`config.mk`:
```
export PLATFORM = sky130hd
export DESIGN_NAME = serial_cmd_ctrl_flat
export DESIGN_NICKNAME = d
export VERILOG_FILES = /design/src/rtl/serial_cmd_ctrl_pkg.sv /design/src/rtl/serial_cmd_ctrl_if.sv /design/src/rtl/serial_cmd_ctrl_resp_serializer.sv /design/src/rtl/serial_cmd_ctrl.sv /design/src/flat_wrapper.sv
export SDC_FILE = /design/constraint.sdc
export NUM_CORES = 1
export LEC_CHECK = 0
export BUFFER_PORTS_ARGS = -buffer_cell sky130_fd_sc_hd__buf_2
export CELL_PAD_IN_SITES_DETAIL_PLACEMENT = 1
export CELL_PAD_IN_SITES_GLOBAL_PLACEMENT = 2
export CORE_MARGIN = 4
export CORE_UTILIZATION = 30
export DETAILED_ROUTE_END_ITERATION = 10
export HOLD_SLACK_MARGIN = 0.1
export PLACE_DENSITY = 0.67
export SETUP_SLACK_MARGIN = 0.5
export SLEW_MARGIN = 20
export SYNTH_ARGS = -nofsm -noshare
export SYNTH_HDL_FRONTEND = slang
export SYNTH_SLANG_ARGS = --single-unit
```
`constraint.sdc`:
```
create_clock -name clk -period 3.39 [get_ports clk]
set_input_delay 0.678 -clock clk [delete_from_list [all_inputs] [get_ports clk]]
set_output_delay 0.678 -clock clk [all_outputs]
set_load 0.03 [all_outputs]
```
`src/rtl/serial_cmd_ctrl_pkg.sv`:
```
// Shared command codes, response constants and FSM encodings for the
// serial host-command front end.
package serial_cmd_pkg;

   localparam logic [7:0] CMD_ADDR     = 8'h01;
   localparam logic [7:0] CMD_LOAD     = 8'h02;
   localparam logic [7:0] CMD_WRITE    = 8'h03;
   localparam logic [7:0] CMD_READ     = 8'h04;
   localparam logic [7:0] CMD_READ_REQ = 8'h05;
   localparam logic [7:0] CMD_COUNT    = 8'h06;
   localparam logic [7:0] CMD_CONST    = 8'h07;

   localparam logic [31:0] RESP_ERR       = 32'hFFFF_FFFF;
   localparam logic [31:0] RESP_WRITE_ACK = 32'd3;

   localparam int FRAME_BYTES = 5;
   localparam int RESP_BYTES  = 4;

   typedef enum logic [2:0] {
      ST_RX        = 3'd0,
      ST_EXEC      = 3'd1,
      ST_RAM_ISSUE = 3'd2,
      ST_RAM_WAIT  = 3'd3,
      ST_TX_RESP   = 3'd4
   } ctrl_state_e;

   typedef enum logic [1:0] {
      TX_IDLE = 2'd0,
      TX_SEND = 2'd1,
      TX_BUSY = 2'd2
   } tx_state_e;

endpackage

```
`src/rtl/serial_cmd_ctrl_if.sv`:
```
// UART and SRAM-request signal bundle of the command front end; master is
// the controller side, slave is the UART/driver side.
interface serial_cmd_ctrl_if #(
   parameter int ADDR_W = 13,
   parameter int DATA_W = 8
);
   logic              rcv;
   logic [7:0]        rxdata;
   logic              tx_ready;
   logic              tx_start;
   logic [7:0]        txdata;
   logic              ram_ready;
   logic [DATA_W-1:0] ram_data_read;
   logic              ram_start;
   logic              ram_re;
   logic [ADDR_W-1:0] ram_address;
   logic [DATA_W-1:0] ram_data_write;
   logic              busy;
   logic              overrun;

   modport master (
      input  rcv, rxdata, tx_ready, ram_ready, ram_data_read,
      output tx_start, txdata, ram_start, ram_re, ram_address,
             ram_data_write, busy, overrun
   );

   modport slave (
      output rcv, rxdata, tx_ready, ram_ready, ram_data_read,
      input  tx_start, txdata, ram_start, ram_re, ram_address,
             ram_data_write, busy, overrun
   );
endinterface

```
`src/rtl/serial_cmd_ctrl_resp_serializer.sv`:
```
// Sends a 32-bit response as four bytes, MSB first, through the uart_tx
// start/ready handshake; done pulses as the last byte is taken.
module resp_serializer
   import serial_cmd_pkg::*;
(
   input  logic        clk,
   input  logic        rstn,
   input  logic        load,
   input  logic [31:0] data,
   input  logic        tx_ready,
   output logic        tx_start,
   output logic [7:0]  txdata,
   output logic        done
);
   tx_state_e   state_r, state_n;
   logic [31:0] shift_r, shift_n;
   logic [2:0]  left_r, left_n;
   logic        tx_start_r, tx_start_n;
   logic [7:0]  txdata_r, txdata_n;
   logic        done_s;

   // State and output registers
   always_ff @(posedge clk) begin
      if (!rstn) begin
         state_r    <= TX_IDLE;
         shift_r    <= 32'd0;
         left_r     <= 3'd0;
         tx_start_r <= 1'b0;
         txdata_r   <= 8'd0;
      end else begin
         state_r    <= state_n;
         shift_r    <= shift_n;
         left_r     <= left_n;
         tx_start_r <= tx_start_n;
         txdata_r   <= txdata_n;
      end
   end

   // Next-state logic; a load with tx_ready already high starts the first byte at once
   always_comb begin
      state_n    = state_r;
      shift_n    = shift_r;
      left_n     = left_r;
      tx_start_n = 1'b0;
      txdata_n   = txdata_r;
      done_s     = 1'b0;
      case (state_r)
         TX_IDLE: begin
            if (load) begin
               shift_n = data;
               left_n  = 3'(RESP_BYTES);
               if (tx_ready) begin
                  tx_start_n = 1'b1;
                  txdata_n   = data[31:24];
                  state_n    = TX_BUSY;
               end else begin
                  state_n = TX_SEND;
               end
            end else begin
               state_n = TX_IDLE;
            end
         end
         TX_SEND: begin
            if (tx_ready) begin
               tx_start_n = 1'b1;
               txdata_n   = shift_r[31:24];
               state_n    = TX_BUSY;
            end else begin
               state_n = TX_SEND;
            end
         end
         TX_BUSY: begin
            // tx_ready is still high while our strobe is in flight
            if (!tx_ready && !tx_start_r) begin
               shift_n = {shift_r[23:0], 8'd0};
               left_n  = left_r - 3'd1;
               if (left_r == 3'd1) begin
                  done_s  = 1'b1;
                  state_n = TX_IDLE;
               end else begin
                  state_n = TX_SEND;
               end
            end else begin
               state_n = TX_BUSY;
            end
         end
         default: begin
            state_n = TX_IDLE;
         end
      endcase
   end

   assign tx_start = tx_start_r;
   assign txdata   = txdata_r;
   assign done     = done_s;

endmodule

```
`src/rtl/serial_cmd_ctrl.sv`:
```
// Host-command front end: assembles 5-byte UART frames, executes them against
// the SRAM driver and returns a 4-byte big-endian response.
module serial_cmd_ctrl
   import serial_cmd_pkg::*;
#(
   parameter int ADDR_W         = 13,
   parameter int DATA_W         = 8,
   parameter int TIMEOUT_CYCLES = 1200000,
   parameter int CONST_VAL      = 259
) (
   input logic               clk,
   input logic               rstn,
   serial_cmd_ctrl_if.master bus
);
   localparam int TIMER_W = $clog2(TIMEOUT_CYCLES + 1);

   ctrl_state_e       state_r, state_n;
   logic [39:0]       frame_r, frame_n;
   logic [2:0]        byte_cnt_r, byte_cnt_n;
   logic [TIMER_W-1:0] timer_r, timer_n;
   logic [31:0]       count_r, count_n;
   logic [31:0]       resp_r, resp_n;
   logic [ADDR_W-1:0] ram_address_r, ram_address_n;
   logic [DATA_W-1:0] ram_data_write_r, ram_data_write_n;
   logic              ram_re_r, ram_re_n;
   logic              ram_start_r, ram_start_n;
   logic              first_r, first_n;
   logic              busy_r, busy_n;
   logic              overrun_r, overrun_n;

   logic [7:0]        cmd_s;
   logic [31:0]       op_s;
   logic              load_s;
   logic [31:0]       load_data_s;
   logic              ser_done_s;
   logic              ser_tx_start_s;
   logic [7:0]        ser_txdata_s;

   function automatic logic [31:0] zext_data(input logic [DATA_W-1:0] d);
      return 32'(d);
   endfunction

   assign cmd_s = frame_r[39:32];
   assign op_s  = frame_r[31:0];

   // State and output registers
   always_ff @(posedge clk) begin
      if (!rstn) begin
         state_r          <= ST_RX;
         frame_r          <= 40'd0;
         byte_cnt_r       <= 3'd0;
         timer_r          <= {TIMER_W{1'b0}};
         count_r          <= 32'd0;
         resp_r           <= 32'd0;
         ram_address_r    <= {ADDR_W{1'b0}};
         ram_data_write_r <= {DATA_W{1'b0}};
         ram_re_r         <= 1'b0;
         ram_start_r      <= 1'b0;
         first_r          <= 1'b0;
         busy_r           <= 1'b0;
         overrun_r        <= 1'b0;
      end else begin
         state_r          <= state_n;
         frame_r          <= frame_n;
         byte_cnt_r       <= byte_cnt_n;
         timer_r          <= timer_n;
         count_r          <= count_n;
         resp_r           <= resp_n;
         ram_address_r    <= ram_address_n;
         ram_data_write_r <= ram_data_write_n;
         ram_re_r         <= ram_re_n;
         ram_start_r      <= ram_start_n;
         first_r          <= first_n;
         busy_r           <= busy_n;
         overrun_r        <= overrun_n;
      end
   end

   // Frame assembly, command execution and SRAM handshake
   always_comb begin
      state_n          = state_r;
      frame_n          = frame_r;
      byte_cnt_n       = byte_cnt_r;
      timer_n          = timer_r;
      count_n          = count_r;
      resp_n           = resp_r;
      ram_address_n    = ram_address_r;
      ram_data_write_n = ram_data_write_r;
      ram_re_n         = ram_re_r;
      ram_start_n      = 1'b0;
      first_n          = first_r;
      load_s           = 1'b0;
      load_data_s      = resp_r;
      overrun_n        = bus.rcv & (state_r != ST_RX);
      case (state_r)
         ST_RX: begin
            if (bus.rcv) begin
               frame_n = {frame_r[31:0], bus.rxdata};
               timer_n = {TIMER_W{1'b0}};
               if (byte_cnt_r == 3'(FRAME_BYTES - 1)) begin
                  byte_cnt_n = 3'd0;
                  state_n    = ST_EXEC;
               end else begin
                  byte_cnt_n = byte_cnt_r + 3'd1;
               end
            end else if (byte_cnt_r != 3'd0) begin
               // Inter-byte timeout drops the partial frame
               if (timer_r == TIMER_W'(TIMEOUT_CYCLES - 1)) begin
                  byte_cnt_n = 3'd0;
                  timer_n    = {TIMER_W{1'b0}};
               end else begin
                  timer_n = timer_r + TIMER_W'(1);
               end
            end else begin
               timer_n = {TIMER_W{1'b0}};
            end
         end
         ST_EXEC: begin
            case (cmd_s)
               CMD_ADDR: begin
                  ram_address_n = op_s[ADDR_W-1:0];
                  resp_n        = op_s;
               end
               CMD_LOAD: begin
                  ram_data_write_n = op_s[DATA_W-1:0];
                  resp_n           = op_s;
               end
               CMD_WRITE:    ram_re_n = 1'b0;
               CMD_READ:     resp_n   = zext_data(bus.ram_data_read);
               CMD_READ_REQ: ram_re_n = 1'b1;
               CMD_COUNT: begin
                  resp_n  = count_r;
                  count_n = count_r + 32'd1;
               end
               CMD_CONST:    resp_n = 32'(CONST_VAL);
               default:      resp_n = RESP_ERR;
            endcase
            if ((cmd_s == CMD_WRITE) || (cmd_s == CMD_READ_REQ)) begin
               state_n = ST_RAM_ISSUE;
            end else begin
               load_s      = 1'b1;
               load_data_s = resp_n;
               state_n     = ST_TX_RESP;
            end
         end
         ST_RAM_ISSUE: begin
            if (bus.ram_ready) begin
               ram_start_n = 1'b1;
               first_n     = 1'b1;
               state_n     = ST_RAM_WAIT;
            end else begin
               state_n = ST_RAM_ISSUE;
            end
         end
         ST_RAM_WAIT: begin
            // The driver drops ram_ready one cycle after seeing ram_start
            if (first_r) begin
               first_n = 1'b0;
            end else if (bus.ram_ready) begin
               resp_n      = ram_re_r ? zext_data(bus.ram_data_read) : RESP_WRITE_ACK;
               load_s      = 1'b1;
               load_data_s = resp_n;
               state_n     = ST_TX_RESP;
            end else begin
               state_n = ST_RAM_WAIT;
            end
         end
         ST_TX_RESP: begin
            if (ser_done_s) begin
               state_n = ST_RX;
            end else begin
               state_n = ST_TX_RESP;
            end
         end
         default: begin
            state_n = ST_RX;
         end
      endcase
      busy_n = (state_n != ST_RX);
   end

   resp_serializer u_resp_serializer (
      .clk      (clk),
      .rstn     (rstn),
      .load     (load_s),
      .data     (load_data_s),
      .tx_ready (bus.tx_ready),
      .tx_start (ser_tx_start_s),
      .txdata   (ser_txdata_s),
      .done     (ser_done_s)
   );

   assign bus.tx_start       = ser_tx_start_s;
   assign bus.txdata         = ser_txdata_s;
   assign bus.ram_start      = ram_start_r;
   assign bus.ram_re         = ram_re_r;
   assign bus.ram_address    = ram_address_r;
   assign bus.ram_data_write = ram_data_write_r;
   assign bus.busy           = busy_r;
   assign bus.overrun        = overrun_r;

endmodule

```
`src/flat_wrapper.sv`:
```
// flat-port wrapper written by rule: the top's interface ports become plain ports
module serial_cmd_ctrl_flat import serial_cmd_pkg::*;
#(
   parameter int ADDR_W         = 13,
   parameter int DATA_W         = 8,
   parameter int TIMEOUT_CYCLES = 1200000,
   parameter int CONST_VAL      = 259
)
  (clk, rstn, bus_rcv, bus_rxdata, bus_tx_ready, bus_ram_ready, bus_ram_data_read, bus_tx_start, bus_txdata, bus_ram_start, bus_ram_re, bus_ram_address, bus_ram_data_write, bus_busy, bus_overrun);
  serial_cmd_ctrl_if #(.ADDR_W(ADDR_W), .DATA_W(DATA_W)) bus_i ();
  input logic clk;
  input logic rstn;
  input wire logic [$bits(bus_i.rcv)-1:0] bus_rcv;
  input wire logic [$bits(bus_i.rxdata)-1:0] bus_rxdata;
  input wire logic [$bits(bus_i.tx_ready)-1:0] bus_tx_ready;
  input wire logic [$bits(bus_i.ram_ready)-1:0] bus_ram_ready;
  input wire logic [$bits(bus_i.ram_data_read)-1:0] bus_ram_data_read;
  output wire logic [$bits(bus_i.tx_start)-1:0] bus_tx_start;
  output wire logic [$bits(bus_i.txdata)-1:0] bus_txdata;
  output wire logic [$bits(bus_i.ram_start)-1:0] bus_ram_start;
  output wire logic [$bits(bus_i.ram_re)-1:0] bus_ram_re;
  output wire logic [$bits(bus_i.ram_address)-1:0] bus_ram_address;
  output wire logic [$bits(bus_i.ram_data_write)-1:0] bus_ram_data_write;
  output wire logic [$bits(bus_i.busy)-1:0] bus_busy;
  output wire logic [$bits(bus_i.overrun)-1:0] bus_overrun;
  assign bus_i.rcv = bus_rcv;
  assign bus_i.rxdata = bus_rxdata;
  assign bus_i.tx_ready = bus_tx_ready;
  assign bus_i.ram_ready = bus_ram_ready;
  assign bus_i.ram_data_read = bus_ram_data_read;
  assign bus_tx_start = bus_i.tx_start;
  assign bus_txdata = bus_i.txdata;
  assign bus_ram_start = bus_i.ram_start;
  assign bus_ram_re = bus_i.ram_re;
  assign bus_ram_address = bus_i.ram_address;
  assign bus_ram_data_write = bus_i.ram_data_write;
  assign bus_busy = bus_i.busy;
  assign bus_overrun = bus_i.overrun;
  serial_cmd_ctrl #(.ADDR_W(ADDR_W), .DATA_W(DATA_W), .TIMEOUT_CYCLES(TIMEOUT_CYCLES), .CONST_VAL(CONST_VAL)) u_core (.clk(clk), .rstn(rstn), .bus(bus_i));
endmodule
```
==> metrics.md <==
| Metric | Value |
|---|---|
| Status | finished, final reports clean |
| Pint | 3930 uW |
| Fraction of registers with async set/reset | 0 |
| Simple-gate share of the synthesized area | 0.241 |
| Setup Skew | 13.6 ps |
| XOR/XNOR Fraction of Synth Area | 0.0501 |
| Via density | 5.23 |
| Deepest clock path buffer count | 3 |
| Crit path buf inv count | 2 |
| Commonest register cell after synthesis | dfxtp_1 |
| Die width | ~180 um |
| Post-synth top area share | 0.438 |
| Syn_nets | 1161 |
| Initial antenna violation count | 1 |
| Fin crit share | 0.739 |
| Inserted Clock Buffers | 25 |
| Port Buf Inserts | 54 |
| Max-Cap Viols | 0 |
| Gr usage total | 0.182 |
| Number of global-route vias before repair | between 8000 and 9000 |
| Pins Over Slew Limit | 0 |
| CP required | about 3800 ps |
| Synthesis-to-layout area growth | 16.3% |
| Global route overflow | 0 |
| Later-pin clock latency in the skew report | 520 ps |
| Hold_ws | 403 ps |
| Leak | 0.00395 uW |
| ANT cells | 0 |
| CP Cell Sequence | nor4_4 -> buf_4 -> nand4_1 -> a31oi_4 -> buf_4 -> nor3_1 -> a21oi_1 -> nor2_1 |
| Cell taking the most area after synthesis | dfxtp_1 |
| Worst reg2reg path depth | 8 |
| Placed inst area | 10000 um^2 |
| Max Clock Freq | 399 MHz |
| Crit-path slowest cell | a31oi_4 |
| Syn_area_per_cell | 8.18 um^2 |
| Worst slew margin | 0.558 |
| Hpwl dp | 21900 um |
| Die ar. | ~34000 um^2 |
| Post-CTS setup buffer count | 0 |
| Reg-to-Reg Start | u_core.frame_r[35] |
| Multi-input logic area | 4820 um^2 |
| Mapped Cells | approximately 1100 |
| Worst Hold Launch | bus_rxdata[6] |
| Detailed Route WL | 31200 um |
| Sw frac | 0.228 |
| Cell mode on critical path | buf_4 |
| Clock Power Share | 0.494 |
| CTS Root Cell | clkbuf_16 |
| Die Y-Extent | between 150 and 200 um |
| Mux cell area share after synthesis | 0.0179 |
| Mapped cell area | 9270 um^2 |
| Final hold violations | 0 |
| CTS Hold Buffers Added | 0 |
| TritonRoute pass-1 iters | 5 |
| Sequential Area | 4060 um^2 |
| Avg WL per Cell | ~20 um |
| Count leader, synth | dfxtp_1 |
| # setup viols final | 0 |
| Adder-cell share of the synthesized area | 0.00810 |
| Starting Density | 0.304 |
| Layout cells sized above 1 | 0.130 |
| Switching power | 1160 uW |
| Critical Setup Path Class | reg -> reg |
| DRC violation total after the first TritonRoute iteration | approximately 440 |
| IO Pins | 55 |
| Slew at the pin closest to its max-slew limit | 662 ps |
| Sequential Power Share | 0.476 |
| Setup TNS | 0 ps |
| Pwr/cell area | 473 nW/um^2 |
| Fill cells | ~3600 |
| Final net count | 1202 |
| Top post-synthesis cells by area | dfxtp_1 44%, nand2_1 7.5%, a21oi_1 6.3%, nor2_1 5.5%, xor2_1 3.4% |
| Worst VDD drop | 0.000325 V |
| Placer Congestion | 0.797 |
| Hold Crit Depth | 3 |
| RSZ-0062 raised after global routing | no |
| Rows | 64 |
| Family with the most delay on the worst path | compound AO/OA/AOI/OAI gates |
| Synth Register Bits | ~200 |
| Final min period | about 2500 ps |
| Critical path startpoint category | flop |
| Fin area | 10800 um^2 |
| Crit-path max cell delay | 660 ps |
| Dpl ws | 811 ps |
| Distinct cells, synth | 67 |
| Most frequent cells after synthesis | 203 x dfxtp_1, 185 x nand2_1, 135 x nor2_1 |
| TritonCTS clock tree | yes |
| Largest family of logic cells by synthesized area | simple AND/OR/NAND/NOR gates |
| Flop2flop setup slack | 890 ps |
| Htree depth | 1 |
| Total core area | 30500 um^2 |
| Largest net degree at the start of global routing | 85 |
| Crit Reg-Reg Endpoint | u_core.u_resp_serializer.left_r[1] |
| Setup crit end kind | flop |
| Reg clk slew, reported paths | 60 ps |
| Hold crit path type | in -> reg |
| Post-synth EDFFs | 0 |
| Synth warn | 0 |
| DR vias | between 8000 and 9000 |
| Worst EP arrival | 2880 ps |
| Hold EP | u_core.frame_r[6] |
| CTS sink count | 203 |
| Critical path peak fanout | 22 |
| Register area share after synthesis | 0.438 |
| Compound-Gate Fraction of Synth Area | 0.200 |
| Antenna-violating nets left | 0 |
| Post_cts resized | 0 |
| First-pass GRT wire length | 49200 um |
| Final WS setup | approximately 890 ps |
| DR DRC count | 0 |
| Combinational share of power | 0.030 |
| Finished Core Util | 0.353 |
==> worst max path at each step <==
stage               cells past startpoint                                    to          startpoint  slack, ps
floorplan                               7    u_core.u_resp_serializer.txdata[6]       bus_ram_ready       1250
global placement                        7    u_core.u_resp_serializer.txdata[5]       bus_ram_ready        840
detailed placement                      7    u_core.u_resp_serializer.txdata[7]       bus_ram_ready        810
CTS                                     8    u_core.u_resp_serializer.left_r[1]  u_core.frame_r[35]        880
global route                            8  u_core.u_resp_serializer.shift_r[29]  u_core.frame_r[32]        740
finish                                  8    u_core.u_resp_serializer.left_r[1]  u_core.frame_r[35]        890
==> routing by layer <==
layer,GRT usage,part of all wire
met5,0,0.00022
met4,0.0467,0.025
met3,0.0267,0.042
met2,0.278,0.44
met1,0.268,0.49
==> registers in the layout, indices dropped and copies added (netlist names) <==
name,count
u_core.u_resp_serializer.shift_r,32
u_core.timer_r,21
u_core.bus.ram_address,13
u_core.count_r,32
u_core.bus.overrun,1
u_core.first_r,1
u_core.bus.ram_start,1
u_core.bus.ram_re,1
u_core.u_resp_serializer.tx_start,1
u_core.u_resp_serializer.left_r,3
u_core.bus.busy,1
u_core.u_resp_serializer.txdata,8
u_core.bus.ram_data_write,8
u_core.byte_cnt_r,3
u_core.frame_r,40
u_core.resp_r,32
u_core.state_r,3
u_core.u_resp_serializer.state_r,2
==> final cells by class <==
type                            instances  area share
Tap cell                              396      0.0460
Inverter                               16     0.00580
Multi-Input combinational cell        834       0.447
Timing Repair Buffer                   95      0.0548
Clock buffer                           35      0.0643
Clock inverter                          6     0.00545
Sequential cell                       203       0.377
==> tightest hold or removal path: cells and delay by family <==
family	cells	cell delay, ps
AND/OR/NAND/NOR	1	50
AO/OA/AOI/OAI	1	50
buffers and inverters	1	100
==> metrics by stage <==
| stage | total power, uW | std cells |
|---|---|---|
| global placement | 2630 | 1544 |
| CTS | 5170 | 1585 |
| global route | 5290 | 1585 |
| detailed placement | 2630 | 1544 |
| floorplan | 2560 | 1134 |
| finish | 5090 | 1585 |
==> power groups by stage <==
stage	registers (uW)	clock network [uW]	logic (uW)
after floorplan	2460	0	93.2
after global placement	2480	0	152
after detailed placement	2480	0	153
after CTS	2430	2590	154
after global routing	2430	2690	168
final	2430	2520	151
==> cells by family after synthesis <==
kind of cell | count (synthesis)
AND/OR/NAND/NOR | 472
multiplexers | 16
flip-flops | 203
adder cells (fa/ha/maj) | 6
buffers and inverters | 97
XOR/XNOR | 53
AO/OA/AOI/OAI | 287
==> cells in the final DEF, fill, tap and decap left out, types with 5 or more instances in the layout <==
cell / count
a22o_1: 8
mux2i_1: 11
a211o_1: 17
a21boi_0: 9
and2_1: 9
nor2_1: 134
clkbuf_16: 25
a211oi_1: 14
nor3_1: 15
clkbuf_1: 7
a31oi_1: 9
buf_4: 40
a21oi_1: 117
mux2_2: 5
o22ai_1: 13
nor2b_1: 12
a22oi_1: 17
inv_1: 15
xor2_1: 36
a221oi_1: 5
and3_1: 15
buf_2: 54
a32oi_1: 5
nand4_1: 28
o21ai_0: 27
dfxtp_1: 203
a41oi_1: 9
ha_1: 6
xnor2_1: 17
nand3_1: 38
nand2_1: 185
Power figures use the tool's default switching activity.
